`src/rtl/regfile_write_arbiter_pkg.sv`:
```
// Shared core definitions: register-file geometry defaults and the legal
// write-width encodings used by both the writeback arbiter and the register file.
package regfile_write_arbiter_pkg;

    localparam int REG_NUMBER_DEFAULT = 32;
    localparam int REG_WIDTH_DEFAULT  = 32;

    typedef logic [3:0] wr_width_t;

    // Byte counts, so the value doubles as a byte-lane count.
    localparam wr_width_t WIDTH_BYTE = 4'd1;
    localparam wr_width_t WIDTH_HALF = 4'd2;
    localparam wr_width_t WIDTH_WORD = 4'd4;

    function automatic logic is_legal_width(input wr_width_t width);
        return (width == WIDTH_BYTE) || (width == WIDTH_HALF) || (width == WIDTH_WORD);
    endfunction

    function automatic int ptr_width(input int num_req);
        return (num_req > 1) ? $clog2(num_req) : 1;
    endfunction

endpackage

```
`src/rtl/regfile_write_arbiter_rr.sv`:
```
// Round-robin selector: one-hot grant to the first requester at or after ptr,
// wrapping back to index 0.
module rr_arbiter
    import regfile_write_arbiter_pkg::*;
#(
    parameter int NUM_REQ   = 3,
    parameter int PTR_WIDTH = ptr_width(NUM_REQ)
) (
    input  logic [NUM_REQ-1:0]   req,
    input  logic [PTR_WIDTH-1:0] ptr,
    output logic [NUM_REQ-1:0]   grant
);

    logic found;

    // The first loop covers indices at or above ptr; the second only fires when
    // none of those asked, so it effectively scans the wrapped part 0..ptr-1.
    always_comb begin
        grant = '0;
        found = 1'b0;
        for (int i = 0; i < NUM_REQ; i++) begin
            if (!found && req[i] && (i >= int'(ptr))) begin
                grant[i] = 1'b1;
                found    = 1'b1;
            end
        end
        for (int i = 0; i < NUM_REQ; i++) begin
            if (!found && req[i]) begin
                grant[i] = 1'b1;
                found    = 1'b1;
            end
        end
    end

endmodule

```
`src/rtl/regfile_write_arbiter.sv`:
```
// Writeback arbiter in front of the register file: round-robin grant, registered
// write port, destination-busy scoreboard and a sticky illegal-width flag.
module regfile_write_arbiter
    import regfile_write_arbiter_pkg::*;
#(
    parameter int REG_NUMBER       = REG_NUMBER_DEFAULT,
    parameter int REG_ADDR_WIDTH   = $clog2(REG_NUMBER),
    parameter int REG_WIDTH_IN_BIT = REG_WIDTH_DEFAULT,
    parameter int NUM_REQ          = 3
) (
    input  logic                                 clk,
    input  logic                                 reset,

    input  logic [NUM_REQ-1:0]                   req_valid,
    output logic [NUM_REQ-1:0]                   req_ready,
    input  logic [NUM_REQ*REG_ADDR_WIDTH-1:0]    req_addr,
    input  logic [NUM_REQ*4-1:0]                 req_width,
    input  logic [NUM_REQ*REG_WIDTH_IN_BIT-1:0]  req_data,

    output logic                                 rf_write_enable,
    output logic [3:0]                           rf_write_width,
    output logic [REG_ADDR_WIDTH-1:0]            rf_write_reg_addr,
    output logic [REG_WIDTH_IN_BIT-1:0]          rf_write_data,

    input  logic                                 reserve_valid,
    input  logic [REG_ADDR_WIDTH-1:0]            reserve_addr,
    input  logic [REG_ADDR_WIDTH-1:0]            read_reg1_addr,
    input  logic [REG_ADDR_WIDTH-1:0]            read_reg2_addr,
    output logic                                 reg1_busy,
    output logic                                 reg2_busy,
    output logic [REG_NUMBER-1:0]                busy_vector,

    input  logic                                 flush,
    output logic                                 width_error
);

    localparam int PTR_WIDTH = ptr_width(NUM_REQ);

    logic [PTR_WIDTH-1:0]        rr_ptr;
    logic [PTR_WIDTH-1:0]        rr_ptr_next;
    logic [NUM_REQ-1:0]          grant;
    logic                        handshake;

    logic [PTR_WIDTH-1:0]        sel_idx;
    logic [REG_ADDR_WIDTH-1:0]   sel_addr;
    wr_width_t                   sel_width;
    logic [REG_WIDTH_IN_BIT-1:0] sel_data;
    logic                        sel_legal;
    logic                        sel_write;

    logic [REG_NUMBER-1:0]       busy_next;

    rr_arbiter #(
        .NUM_REQ   (NUM_REQ),
        .PTR_WIDTH (PTR_WIDTH)
    ) u_rr_arbiter (
        .req   (req_valid),
        .ptr   (rr_ptr),
        .grant (grant)
    );

    // Gating here keeps a flush or reset from ever producing a handshake,
    // which in turn freezes rr_ptr and suppresses the next write.
    assign req_ready = (reset || flush) ? '0 : grant;
    assign handshake = |(req_valid & req_ready);

    always_comb begin
        sel_idx   = '0;
        sel_addr  = '0;
        sel_width = '0;
        sel_data  = '0;
        for (int i = 0; i < NUM_REQ; i++) begin
            if (req_ready[i]) begin
                sel_idx   = PTR_WIDTH'(i);
                sel_addr  = req_addr[i*REG_ADDR_WIDTH +: REG_ADDR_WIDTH];
                sel_width = req_width[i*4 +: 4];
                sel_data  = req_data[i*REG_WIDTH_IN_BIT +: REG_WIDTH_IN_BIT];
            end
        end
    end

    assign rr_ptr_next = (sel_idx == PTR_WIDTH'(NUM_REQ - 1)) ? '0 : sel_idx + PTR_WIDTH'(1);
    assign sel_legal   = is_legal_width(sel_width);
    assign sel_write   = handshake && (sel_addr != '0) && sel_legal;

    // Clear before set so a same-cycle reservation of the retiring register wins.
    always_comb begin
        busy_next = busy_vector;
        if (flush) begin
            busy_next = '0;
        end else begin
            if (handshake) begin
                busy_next[sel_addr] = 1'b0;
            end
            if (reserve_valid && (reserve_addr != '0)) begin
                busy_next[reserve_addr] = 1'b1;
            end
        end
        busy_next[0] = 1'b0;
    end

    // NOTE: state is updated only with non-blocking assignments so every
    // register samples the pre-edge values of its peers.
    always_ff @(posedge clk or posedge reset) begin
        if (reset) begin
            rr_ptr            <= '0;
            busy_vector       <= '0;
            width_error       <= 1'b0;
            rf_write_enable   <= 1'b0;
            rf_write_width    <= '0;
            rf_write_reg_addr <= '0;
            rf_write_data     <= '0;
        end else begin
            busy_vector     <= busy_next;
            rf_write_enable <= sel_write;
            if (handshake) begin
                rr_ptr            <= rr_ptr_next;
                rf_write_width    <= sel_width;
                rf_write_reg_addr <= sel_addr;
                rf_write_data     <= sel_data;
                if (!sel_legal) begin
                    width_error <= 1'b1;
                end
            end
        end
    end

    assign reg1_busy = (read_reg1_addr != '0) && busy_vector[read_reg1_addr];
    assign reg2_busy = (read_reg2_addr != '0) && busy_vector[read_reg2_addr];

endmodule

```
`config.mk`:
```
export PLATFORM = sky130hd
export DESIGN_NAME = regfile_write_arbiter
export DESIGN_NICKNAME = d
export VERILOG_FILES = /design/src/rtl/regfile_write_arbiter_pkg.sv /design/src/rtl/regfile_write_arbiter_rr.sv /design/src/rtl/regfile_write_arbiter.sv
export SDC_FILE = /design/constraint.sdc
export NUM_CORES = 1
export LEC_CHECK = 0
export CORE_ASPECT_RATIO = 1.75
export CORE_MARGIN = 2
export CORE_UTILIZATION = 43
export CTS_CLUSTER_SIZE = 28
export DETAILED_ROUTE_END_ITERATION = 12
export HOLD_SLACK_MARGIN = 0.12
export PLACE_DENSITY_LB_ADDON = 0.25
export SYNTH_ARGS = -nofsm -noshare
export SYNTH_HDL_FRONTEND = slang
export SYNTH_SLANG_ARGS = --single-unit
```
`constraint.sdc`:
```
create_clock -name clk -period 3.9 [get_ports clk]
set_clock_uncertainty 0.05 [all_clocks]
set_input_delay 0.78 -clock clk [delete_from_list [all_inputs] [get_ports clk]]
set_output_delay 0.78 -clock clk [all_outputs]
set_load 0.005 [all_outputs]
```
==> flow_summary.ini, run 1 <==
[outcome]
outcome = finished clean

[setup_path]
crit_type = input pin to output pin
crit_chain = dlygate4sd2_1 -> mux4_2 -> mux4_2 -> mux2_2 -> clkdlybuf4s50_1
rr_worst_depth = 7
crit_end = reg2_busy
required_ns = 3.07
r2r-end = busy_vector[28]
cp_slowest_cell = mux4_2
max_stage_delay_ns = 0.53
path_common_cell = mux4_2
crit_path_max_fanout = 4
start_kind = input pin
arrival_ns = 2.88
r2r_start = rr_ptr[0]
r2r_slack_ns = 1.01
crit_start = read_reg2_addr[1]
worstSetupEndpointType = output pin

[pwr]
vdd_drop_max_mv = 0.3611
power.density_nw_per_um2 = 464.1
p_total_mw = 3.223
power.leakage_nw = 2.863

[place]
gp_congestion = 0.9844
dpl.hpwl_um = 13020
portBuffers = 223
dp_cells = 762

[synth]
synth_fp_nets = 577
synth-seq-cells = 76
syn_inst = 432
syn_area_per_cell_um2 = 9.795
synthFlopType = dfrtp_1
ys_types = 45
synth-edff-count = 0
synth_area_um2 = 4232
ys_seq_area_frac = 0.4494
async_flop_share = 1.000
ys_warn_count = 0

[final_layout]
layout_commonest_cell = clkdlybuf4s50_1
fill_cells = 757
final_nets = 796
diodes = 0
syn2layout_area_growth_pct = 64.10
layout.cells.non_filler = 777
drive_gt1_frac = 0.1023
final_cell_mix = clkdlybuf4s50_1, nand2_1, dfrtp_1

[floorplan]
fp.dieW_um = 78.99
io_pins = 225
die_h_um = 135.2
start_util = 0.4442
dieArea_um2 = 10680
rows = 47
core-area_um2 = 9527

[sta]
relSlewSlack = 0.4549
slew_viol_final = 0
setup_viol = 0
tightest_slew_ns = 0.8177
fin_crit_ns = 3.713
clock.fmax_mhz = 269.3
final-hold-violation-count = 0
fin_crit_sh = 0.9521
rsz0062_at_grt = false

[clocking]
htree_levels = 3
insertion_delay_ns = 0.33
cts_root_buffer = clkbuf_16
cts_tree = yes
clk_path_buf_depth = 2
holdBufCountCts = 0
clk_pin_slew_ns = 0.06
cts_buffers = 9
cts_setup_buffers = 0
cts.sinks = 76

[routing]
first_iter_violations = 404
wire_per_inst_um = 21.02
ant_nets = 0
avgViaCountPerCell = 6.027
finalWirelength_um = 16330
vias = 4683
drtPass1Iterations = 6
drc = 0

[grt]
grt_overflow = 0
grt_pass1_wl_um = 25480
antenna_found_initial = 0
track_usage = 0.3129
grt_pass1_vias = 5089
grt_max_degree = 49

[run]
maxCapViolCount = 0

[hold_path]
hold_start = rf_write_width[3]
min_path_type = flop to flop
min_path_cells = 2
## worst min path at each step
stage	endpoint	slack (ns)
floorplan	width_error	0.41
global placement	rf_write_data[16]	0.41
detailed placement	rf_write_width[3]	0.41
CTS	rf_write_width[3]	0.43
global route	rf_write_width[2]	0.46
finish	rf_write_width[3]	0.42
## timing repair
| item | 4_1_cts | 5_1_grt |
|---|---|---|
| hold endpoints to repair | 0 | 0 |
| endpoints found under the setup margin | 2 | 0 |
| resized for setup | 6 | 0 |
## power breakdown
| group | total [mW] | internal, mW | switching (mW) | leakage (nW) |
|---|---|---|---|---|
| clock | 0.835 | 0.525 | 0.310 | 0.151 |
| combinational | 1.23 | 0.703 | 0.529 | 1.74 |
| sequential | 1.16 | 1.02 | 0.139 | 0.972 |
| total | 3.22 | 2.24 | 0.978 | 2.86 |
## area by class of cell
| class | instances | area, um2 | area share |
|---|---|---|---|
| inverter | 5 | 18.77 | 0.002703 |
| clock buffer | 11 | 252.7 | 0.03640 |
| clock inverter | 4 | 48.80 | 0.007027 |
| multi-input combinational | 311 | 2145 | 0.3088 |
| timing repair buffer | 248 | 2425 | 0.3492 |
| tap | 122 | 152.6 | 0.02198 |
| sequential | 76 | 1902 | 0.2739 |
## through the flow
stage | hold slack, ns | util | TNS [ns] | instance area (um2) | worst slack [ns]
after floorplan | 0.4126 | - | 0 | 4232 | 0.7327
after global placement | 0.4115 | 0.6981 | -0.04130 | 6650 | -0.02219
after detailed placement | 0.4124 | 0.6981 | -0.1577 | 6650 | -0.08697
after CTS | 0.4265 | 0.7289 | 0 | 6944 | 0.1788
after global routing | 0.4590 | 0.7289 | 0 | 6944 | 0.1091
final | 0.4238 | 0.7289 | 0 | 6944 | 0.1869
## layer usage
metal  vias up  global-route usage  wire, um
li1       2095                   -         -
met1      2255              0.3217      5317
met2       279              0.5636      8771
met3        54             0.07733      1365
met4         0              0.1820       874
met5         -                   0         0
## cell usage after synthesis (all sizes together) (2+ instances only)
cell type | count | area, um2
nand2 | 84 | 315.3
dfrtp | 76 | 1902
a21oi | 42 | 210.2
a222oi | 36 | 360.4
clkbuf | 30 | 112.6
nor2 | 30 | 112.6
mux4 | 18 | 405.4
o21ai | 12 | 60.06
o31ai | 11 | 82.58
buf | 10 | 58.81
nand2b | 9 | 56.30
o311ai | 8 | 70.07
inv | 5 | 18.76
nand3 | 5 | 25.02
o211ai | 5 | 37.54
a211oi | 4 | 30.03
a22o | 4 | 35.03
mux2 | 4 | 45.04
nor2b | 4 | 25.02
nor3 | 4 | 20.02
a21o | 3 | 22.52
nor4 | 3 | 18.77
o221ai | 3 | 26.28
or3 | 3 | 18.77
a31o | 2 | 17.52
a32o | 2 | 20.02
and3 | 2 | 12.51
## critical path, delay by kind of cell
kind | cells | cell delay, ns
buf+inv | 2 | 0.78
mux | 3 | 1.32
## logic make-up (layout without fill, tap and decap cells)
logic type | count (synthesis) | after routing | share of synthesized area
AO/OA/AOI/OAI | 137 | 137 | 0.2422
XOR/XNOR | 2 | 2 | 0.004140
buffers and inverters | 45 | 268 | 0.04494
flip-flops | 76 | 76 | 0.4494
multiplexers | 22 | 22 | 0.1064
other | 1 | 1 | 0.0008862
AND/OR/NAND/NOR | 149 | 149 | 0.1520
## flip-flops by register name, indices dropped and copies added, names as in the netlist
name / cells
rf_write_enable: 1
width_error: 1
busy_vector: 31
rr_ptr: 2
rf_write_width: 4
rf_write_data: 32
rf_write_reg_addr: 5
No activity file was read; power rests on OpenSTA's default activity.
==> run 2, diff against run 1 <==
Settings changed: CORE_UTILIZATION 43 to 40.
==> flow_summary.ini, run 2 (synthesis gave the netlist of run 1 again) <==
[floorplan]
start_util = 0.4108
core-area_um2 = 10300
die_h_um = 140.1
rows = 49
io_pins = 225
dieArea_um2 = 11450
fp.dieW_um = 81.75

[sta]
relSlewSlack = 0.3884
rsz0062_at_grt = false
fin_crit_ns = 3.693
setup_viol = 0
fin_hold_ws_ns = 0.4313
clock.fmax_mhz = 270.8
tightest_slew_ns = 0.9174
fin_crit_sh = 0.9469
slew_viol_final = 0
final-hold-violation-count = 0
layout_setup_ws_ns = 0.2070

[setup_path]
crit_type = input pin to output pin
worstSetupEndpointType = output pin
arrival_ns = 2.86
required_ns = 3.07
r2r_slack_ns = 1.20
r2r_start = rr_ptr[0]
crit_path_max_fanout = 5
r2r-end = rf_write_enable
rr_worst_depth = 7
start_kind = input pin

[final_layout]
diodes = 0
largest_reg_flops = 32
regMostFlops = rf_write_data
final_nets = 796
utilization = 0.6753
final_cell_mix = clkdlybuf4s50_1, nand2_1, dfrtp_1
syn2layout_area_growth_pct = 64.37
reg_top3 = rf_write_data: 32 flops, busy_vector: 31 flops, rf_write_reg_addr: 5 flops
drive_gt1_frac = 0.1037
layout_commonest_cell = clkdlybuf4s50_1

[routing]
wl_met1_um = 5421
ant_nets = 0
route.met3.wl_um = 1410
drtPass1Iterations = 5
vias = 4664
dr_wl_met2_um = 9129
avgViaCountPerCell = 5.957
wire_per_inst_um = 21.20
finalWirelength_um = 16600
highest_layer = met4
first_iter_violations = 417
drc = 0

[pwr]
power.leakage_nw = 2.864
vdd_drop_max_mv = 0.3026
power.density_nw_per_um2 = 464.7
p_total_mw = 3.232

[hold_path]
hold_start = rf_write_data[16]
min_path_cells = 2
min_path_type = flop to flop
min_to = rf_write_data[16]

[grt]
antenna_found_initial = 0
grt_pass1_wl_um = 25700
grt_overflow = 0
grt_pass1_vias = 4949
track_usage = 0.2965
grt_max_degree = 77

[clocking]
clk_path_buf_depth = 2
cts_root_buffer = clkbuf_16
htree_levels = 3
clk_pin_slew_ns = 0.06
insertion_delay_ns = 0.33
cts.sinks = 76
cts_tree = yes
holdBufCountCts = 0
cts_buffers = 9

[run]
maxCapViolCount = 0

[outcome]
outcome = finished clean

[place]
gp_congestion = 0.9964
portBuffers = 223
dpl.hpwl_um = 13220
place_ws_ns = -0.05554
-- run 2: cell types whose count changed in the layout (fill, tap and decap cells not counted) --
cell,previous run,this run
clkinvlp_4,0,2
clkbuf_8,2,1
dlygate4sd2_1,6,5
dlymetal6s2s_1,0,1
-- run 2: cell type report --
class	instances	area, um2
sequential	76	1902
timing repair buffer	248	2429
inverter	5	18.77
multi-input combinational	311	2145
clock buffer	10	239.0
tap	127	158.9
clock inverter	6	63.81
fill	836	3344
-- run 2: worst max path at each step --
stage	start	end	slack, ns	cells past startpoint
final	read_reg2_addr[2]	reg2_busy	0.21	5
after global routing	read_reg1_addr[1]	reg1_busy	0.15	5
after CTS	read_reg1_addr[2]	reg1_busy	0.002	5
after detailed placement	read_reg2_addr[1]	reg2_busy	-0.06	5
after global placement	read_reg2_addr[0]	reg2_busy	-0.04	5
after floorplan	read_reg1_addr[0]	reg1_busy	0.73	4
-- run 2: routing by layer --
metal	global-route usage	up-vias
li1	-	2100
met1	0.3059	2225
met5	0	-
met4	0.1219	0
met3	0.06830	43
met2	0.5503	296
-- run 2: critical path, stage by stage --
cell and delay [ns]:
dlygate4sd2_1 0.34, mux4_2 0.54, mux4_2 0.48, mux2_2 0.27, clkdlybuf4s50_1 0.44
-- run 2: power breakdown --
part	leakage (nW)	total, mW	switching [mW]	internal [mW]
Sequential	0.972	1.16	0.141	1.02
Clock	0.144	0.842	0.331	0.511
Combinational	1.75	1.23	0.528	0.705
Total	2.86	3.23	1.00	2.23
-- run 2: stage by stage --
stage	std cells	setup TNS, ns	area [um2]
2_1_floorplan	432	0	4232
3_3_place_gp	767	-0.06857	6656
3_5_place_dp	767	-0.1102	6656
4_1_cts	783	0	6953
5_1_grt	783	0	6955
6_report	783	0	6955
-- run 2: repair_timing --
item | 4_1_cts | 5_1_grt
endpoints found under the setup margin | 2 | 1
setup buffers | 0 | 0
resized for setup | 5 | 1
==> run 3, diff against run 2 <==
Settings changed: CORE_MARGIN 2 to unset, SLEW_MARGIN set to 30.
==> flow_summary.ini, run 3 (synthesis gave the netlist of run 1 again) <==
[outcome]
outcome = finished clean

[sta]
final-hold-violation-count = 0
clock.fmax_mhz = 266.6
fin_crit_sh = 0.9619
slew_viol_final = 0
layout_setup_ws_ns = 0.1488
relSlewSlack = 0.4030
rsz0062_at_grt = false
fin_crit_ns = 3.751
setup_viol = 0
tightest_slew_ns = 0.8954

[grt]
grt_overflow = 0
grt_max_degree = 38
met1_usage = 0.3134
grt_pass1_wl_um = 26050
use_met2 = 0.5794
busiest_layer = met2
grt_pass1_vias = 5015
antenna_found_initial = 0
grt_use_met3 = 0.08383
track_usage = 0.3141

[place]
portBuffers = 223
placed_area_um2 = 6664
gp_congestion = 0.9716
place_ws_ns = -0.09731
dpl.hpwl_um = 13400

[setup_path]
path_buf_inv = 2
start_kind = input pin
crit_chain = dlygate4sd2_1 -> mux4_2 -> mux4_2 -> mux2_2 -> clkdlybuf4s50_1
cp_slowest_cell = mux4_2
max_stage_delay_ns = 0.56
crit_path_max_fanout = 4
arrival_ns = 2.92
required_ns = 3.07
r2r_slack_ns = 1.05
cpLargestDelayFamily = multiplexers
worstSetupEndpointType = output pin
crit_type = input pin to output pin
path_common_cell = mux4_2

[pwr]
switchingPower_mw = 1.025
power.density_nw_per_um2 = 467.5
p_int_mw = 2.230
pwr-share-seq = 0.357
p_total_mw = 3.255
power.leakage_nw = 2.862
pwr-share-clk = 0.264
comb_power_share = 0.379
swShare = 0.3148
vdd_drop_max_mv = 0.2836

[routing]
drc = 0
finalWirelength_um = 16540
first_iter_violations = 381
drtPass1Iterations = 10
ant_nets = 0
wire_per_inst_um = 21.09
avgViaCountPerCell = 5.936
vias = 4654

[hold_path]
min_path_type = flop to flop

[floorplan]
dieArea_um2 = 11010
start_util = 0.4108
die_h_um = 138.1
fp.dieW_um = 79.75
rows = 49
core-area_um2 = 10300
io_pins = 225

[clocking]
cts_buffers = 9
htree_levels = 3
cts_tree = yes
cts_root_buffer = clkbuf_16
cts_setup_buffers = 0
clk_pin_slew_ns = 0.06
insertion_delay_ns = 0.33
cts.sinks = 76
clk_path_buf_depth = 2

[final_layout]
reg_top3 = rf_write_data: 32 flops, busy_vector: 31 flops, rf_write_reg_addr: 5 flops
design_area_um2 = 6963
drive_gt1_frac = 0.1050
largest_reg_flops = 32
utilization = 0.6760
final_cell_mix = clkdlybuf4s50_1, nand2_1, dfrtp_1
final_nets = 797
layout_commonest_cell = clkdlybuf4s50_1
syn2layout_area_growth_pct = 64.55
diodes = 0
regMostFlops = rf_write_data

[run]
maxCapViolCount = 0
==> run 3: path summary, 6_finish.rpt <==
kind,start,end,cells after the start
setup reg to reg,rr_ptr[0],busy_vector[12],7
setup / recovery,read_reg1_addr[0],reg1_busy,5
hold reg to reg,rf_write_reg_addr[2],rf_write_reg_addr[2],2
hold / removal,rf_write_reg_addr[2],rf_write_reg_addr[2],2
max in group asynchronous,reset,busy_vector[19],3
min in group asynchronous,reset,busy_vector[27],2
==> run 3: final cells by class <==
class | instances | area, um2
clock buffers | 9 | 225.2
flip-flops and latches | 76 | 1902
fillers | 866 | 3337
multi-input cells | 311 | 2145
repair buffers | 249 | 2432
inverters | 5 | 18.77
well taps | 127 | 158.9
clock inverters | 7 | 81.33
==> run 3: per-stage QoR <==
stage | TNS (ns) | hold slack (ns) | instances
finish | 0 | 0.4311 | 784
global route | 0 | 0.4561 | 784
CTS | 0 | 0.4361 | 784
detailed placement | -0.1756 | 0.4138 | 768
global placement | -0.09004 | 0.4092 | 768
floorplan | 0 | 0.4126 | 432
==> run 3: tightest hold or removal path, stage by stage, from the launching register on <==
cell and delay, ns:
dfrtp_1 0.34, nand2_1 0.05, nand2_1 0.06
==> run 3: what timing repair did <==
item	CTS	global route
setup endpoints to repair	2	0
gates resized for setup	6	0
hold buffers	0	0
==> run 3: metal layers <==
metal  wire [um]  vias up
li1            -     2095
met2        9218      258
met3        1252       45
met1        5409     2256
met5           0        -
met4         658        0
==> run 3: power groups by stage <==
stage               Clock, mW  Combinational, mW  Sequential (mW)
floorplan                   0              0.426             1.17
global placement            0               1.21             1.16
detailed placement          0               1.23             1.17
CTS                     0.867               1.24             1.16
global route            0.901               1.33             1.19
finish                  0.859               1.23             1.16
==> RTL edit: new RTL, config.mk and constraints of run 3 <==
Reset style: synchronous (`reset`), changed in one clocked block.
--- a/src/rtl/regfile_write_arbiter.sv
+++ b/src/rtl/regfile_write_arbiter.sv
@@ -102,5 +102,5 @@
     // NOTE: state is updated only with non-blocking assignments so every
     // register samples the pre-edge values of its peers.
-    always_ff @(posedge clk or posedge reset) begin
+    always_ff @(posedge clk) begin
         if (reset) begin
             rr_ptr            <= '0;
Function: differs if reset is asserted again (counterexample within 4 cycles, from zero or initial values and one cycle with reset high); with reset held inactive, the same outputs for 4 cycles.
==> RTL edit against run 3 <==
Synthesized cell count increased by 3.0%. Global-route usage decreased by 0.54 points. Sequential cell count unchanged. Sequential share of layout area decreased by 4.2 points. Final area decreased by 5.3%. Via count increased by 4.0%. Synthesized area decreased by 7.4%. Worst setup slack got worse by 77 ps. Wire length decreased by 5.1%. Non-clock buffer count decreased by 9. First-iteration DRC count increased by 24%.
Power is not compared: it rests on default switching activity, and its combinational part moved more than twofold at a synthesized area within 25%.
==> RTL edit: results (changes against run 3) <==
[outcome]
outcome=finished clean

[timing]
slew_headroom_pct=49.2  ; +8.9 points

[hold_path]
hold_start=rf_write_width[2]$_SDFFE_PP0N_
min_to=rf_write_width[2]$_SDFFE_PP0N_
hold_depth=2  ; unchanged
hp-class=flip-flop to flip-flop

[clocking]
cts_buffer_depth=2  ; unchanged
root_buffer=clkbuf_16
cts_buffers=9  ; unchanged
clk_latency_ps=330  ; about the same
htree_levels=3  ; unchanged
clk_pin_slew_ps=60  ; about the same

[placed_design]
pre_cts_slack_ps=-62.6  ; +34.8 ps
port_buffers=223  ; unchanged
gp_congestion=0.879  ; -9.6%
dpl.hpwl_um=11900  ; -11%

[critical_path]
r2r_start=rr_ptr[0]$_SDFFE_PP0N_
reg2reg_to=busy_vector[7]$_SDFF_PP0_
rrSetupSlack_ps=1150  ; +100 ps
cp_max_fo=2  ; -2
arrival_ps=3000  ; +80 ps
reg2regPathDepth=7  ; unchanged

[finish]
fillers=744  ; -14%
antennaDiodeCount=0  ; unchanged
drive_gt1_share_pct=9.02  ; -1.5 points
reg_top3=rf_write_data x32, busy_vector x31, rf_write_reg_addr x5
nNetsFinal=806  ; +1.1%

[yosys]
synthTopCellsByArea=dfxtp_1 (39%), a21oi_1 (10%), mux4_2 (10%), a222oi_1 (8.9%), nand2_1 (6.4%)
synthArstFlopShare_pct=0  ; -100 points
yosys_warnings=0  ; unchanged
synth_cell_types=42  ; -6.7%
synth_fp_nets=590  ; +2.3%
synthTopCellsByCount=a21oi_1 (82), dfxtp_1 (76), nand2_1 (67), a222oi_1 (35), clkbuf_1 (24)
ys_seq_area_share_pct=38.8  ; -6.1 points

[global_routing]
grtUsageTotal_pct=30.9  ; -0.54 points
grt_max_degree=45  ; +18%
antenna_found_initial=0  ; unchanged
grt_pass1_wl_um=24500  ; -5.8%
grt_pass1_vias=4913  ; -2.0%

[pwr]
p_sw_mw=0.489
vdd_drop_max_mv=0.249
leakage_nw=2.31

[detailed_routing]
drc=0  ; unchanged
wl_per_cell_um=19.9  ; -5.5%
drt_iter0_markers=471  ; +24%
vias=4838  ; +4.0%
firstDrtPassIters=8  ; -2

[flow_run]
drv_cap=0  ; unchanged

==> RTL edit: changes by cell type after synthesis, sizes merged, moves of 5 or more <==
cell,run 3,this run
o31ai,11,0
dfxtp,0,76
a21oi,42,82
o211ai,5,0
o21ai,12,29
nand2b,9,2
dfrtp,76,0
nand2,84,67
clkbuf,30,24
nor2,30,20
a211oi,4,9
o311ai,8,0
==> RTL edit: critical path: stages <==
cell and delay [ps]:
clkdlybuf4s50_1 500, mux4_2 520, mux4_2 490, mux2_2 270, clkdlybuf4s50_1 440
==> RTL edit: per-layer routing <==
| metal | track usage (%) | part of all wire [%] | wire, um |
|---|---|---|---|
| met5 | 0 | 0 | 0 |
| met4 | 18.1 | 4.5 | 703 |
| met3 | 8.90 | 8.4 | 1320 |
| met2 | 56.8 | 54 | 8480 |
| met1 | 29.9 | 33 | 5190 |
==> RTL edit: cell type report <==
| type | count | area share [%] |
|---|---|---|
| Clock inverter | 2 | 0.152 |
| Multi-Input combinational cell | 328 | 34.1 |
| Sequential cell | 76 | 23.1 |
| Timing Repair Buffer | 240 | 36.1 |
| Tap cell | 122 | 2.31 |
| Inverter | 6 | 0.341 |
| Clock buffer | 13 | 3.95 |
==> RTL edit: what timing repair did <==
action / CTS / global route
buffers inserted: 0 / 0
resized for setup: 3 / 0
setup endpoints to repair: 2 / 0
==> RTL edit: cell families after synthesis <==
family	share of synthesized area [%]
AOI/OAI and AO/OA	29.9
other	0.0957
and+or+nand+nor	15.4
DFF	38.8
xor gates and xnor gates	0.223
muxes	11.5
buffers and inverters	4.15
==> RTL edit: how the worst max path moves through the flow <==
stage | start | end | slack [ps] | cells past startpoint
CTS | read_reg2_addr[1] | reg2_busy | 80 | 5
finish | read_reg2_addr[1] | reg2_busy | 70 | 5
global route | read_reg2_addr[1] | reg2_busy | 20 | 5
detailed placement | read_reg1_addr[0] | reg1_busy | -60 | 6
global placement | read_reg1_addr[0] | reg1_busy | -30 | 6
floorplan | read_reg1_addr[0] | reg1_busy | 630 | 4
==> RTL edit: power by group through the flow <==
stage               registers, mW  clock network, mW  logic, mW
finish                      0.824              0.769      0.406
global route                0.827              0.808      0.433
CTS                         0.824              0.774      0.403
detailed placement          0.840                  0      0.399
global placement            0.839                  0      0.392
floorplan                   0.840                  0      0.134
==> RTL edit: through the flow <==
stage / instance area (um2) / hold slack, ps / instances / utilization [%]
global route: 6600 / 436 / 787 / 69.7
floorplan: 3920 / 403 / 445 / -
global placement: 6320 / 396 / 772 / 66.8
detailed placement: 6320 / 403 / 772 / 66.8
finish: 6600 / 411 / 787 / 69.7
CTS: 6600 / 410 / 787 / 69.7
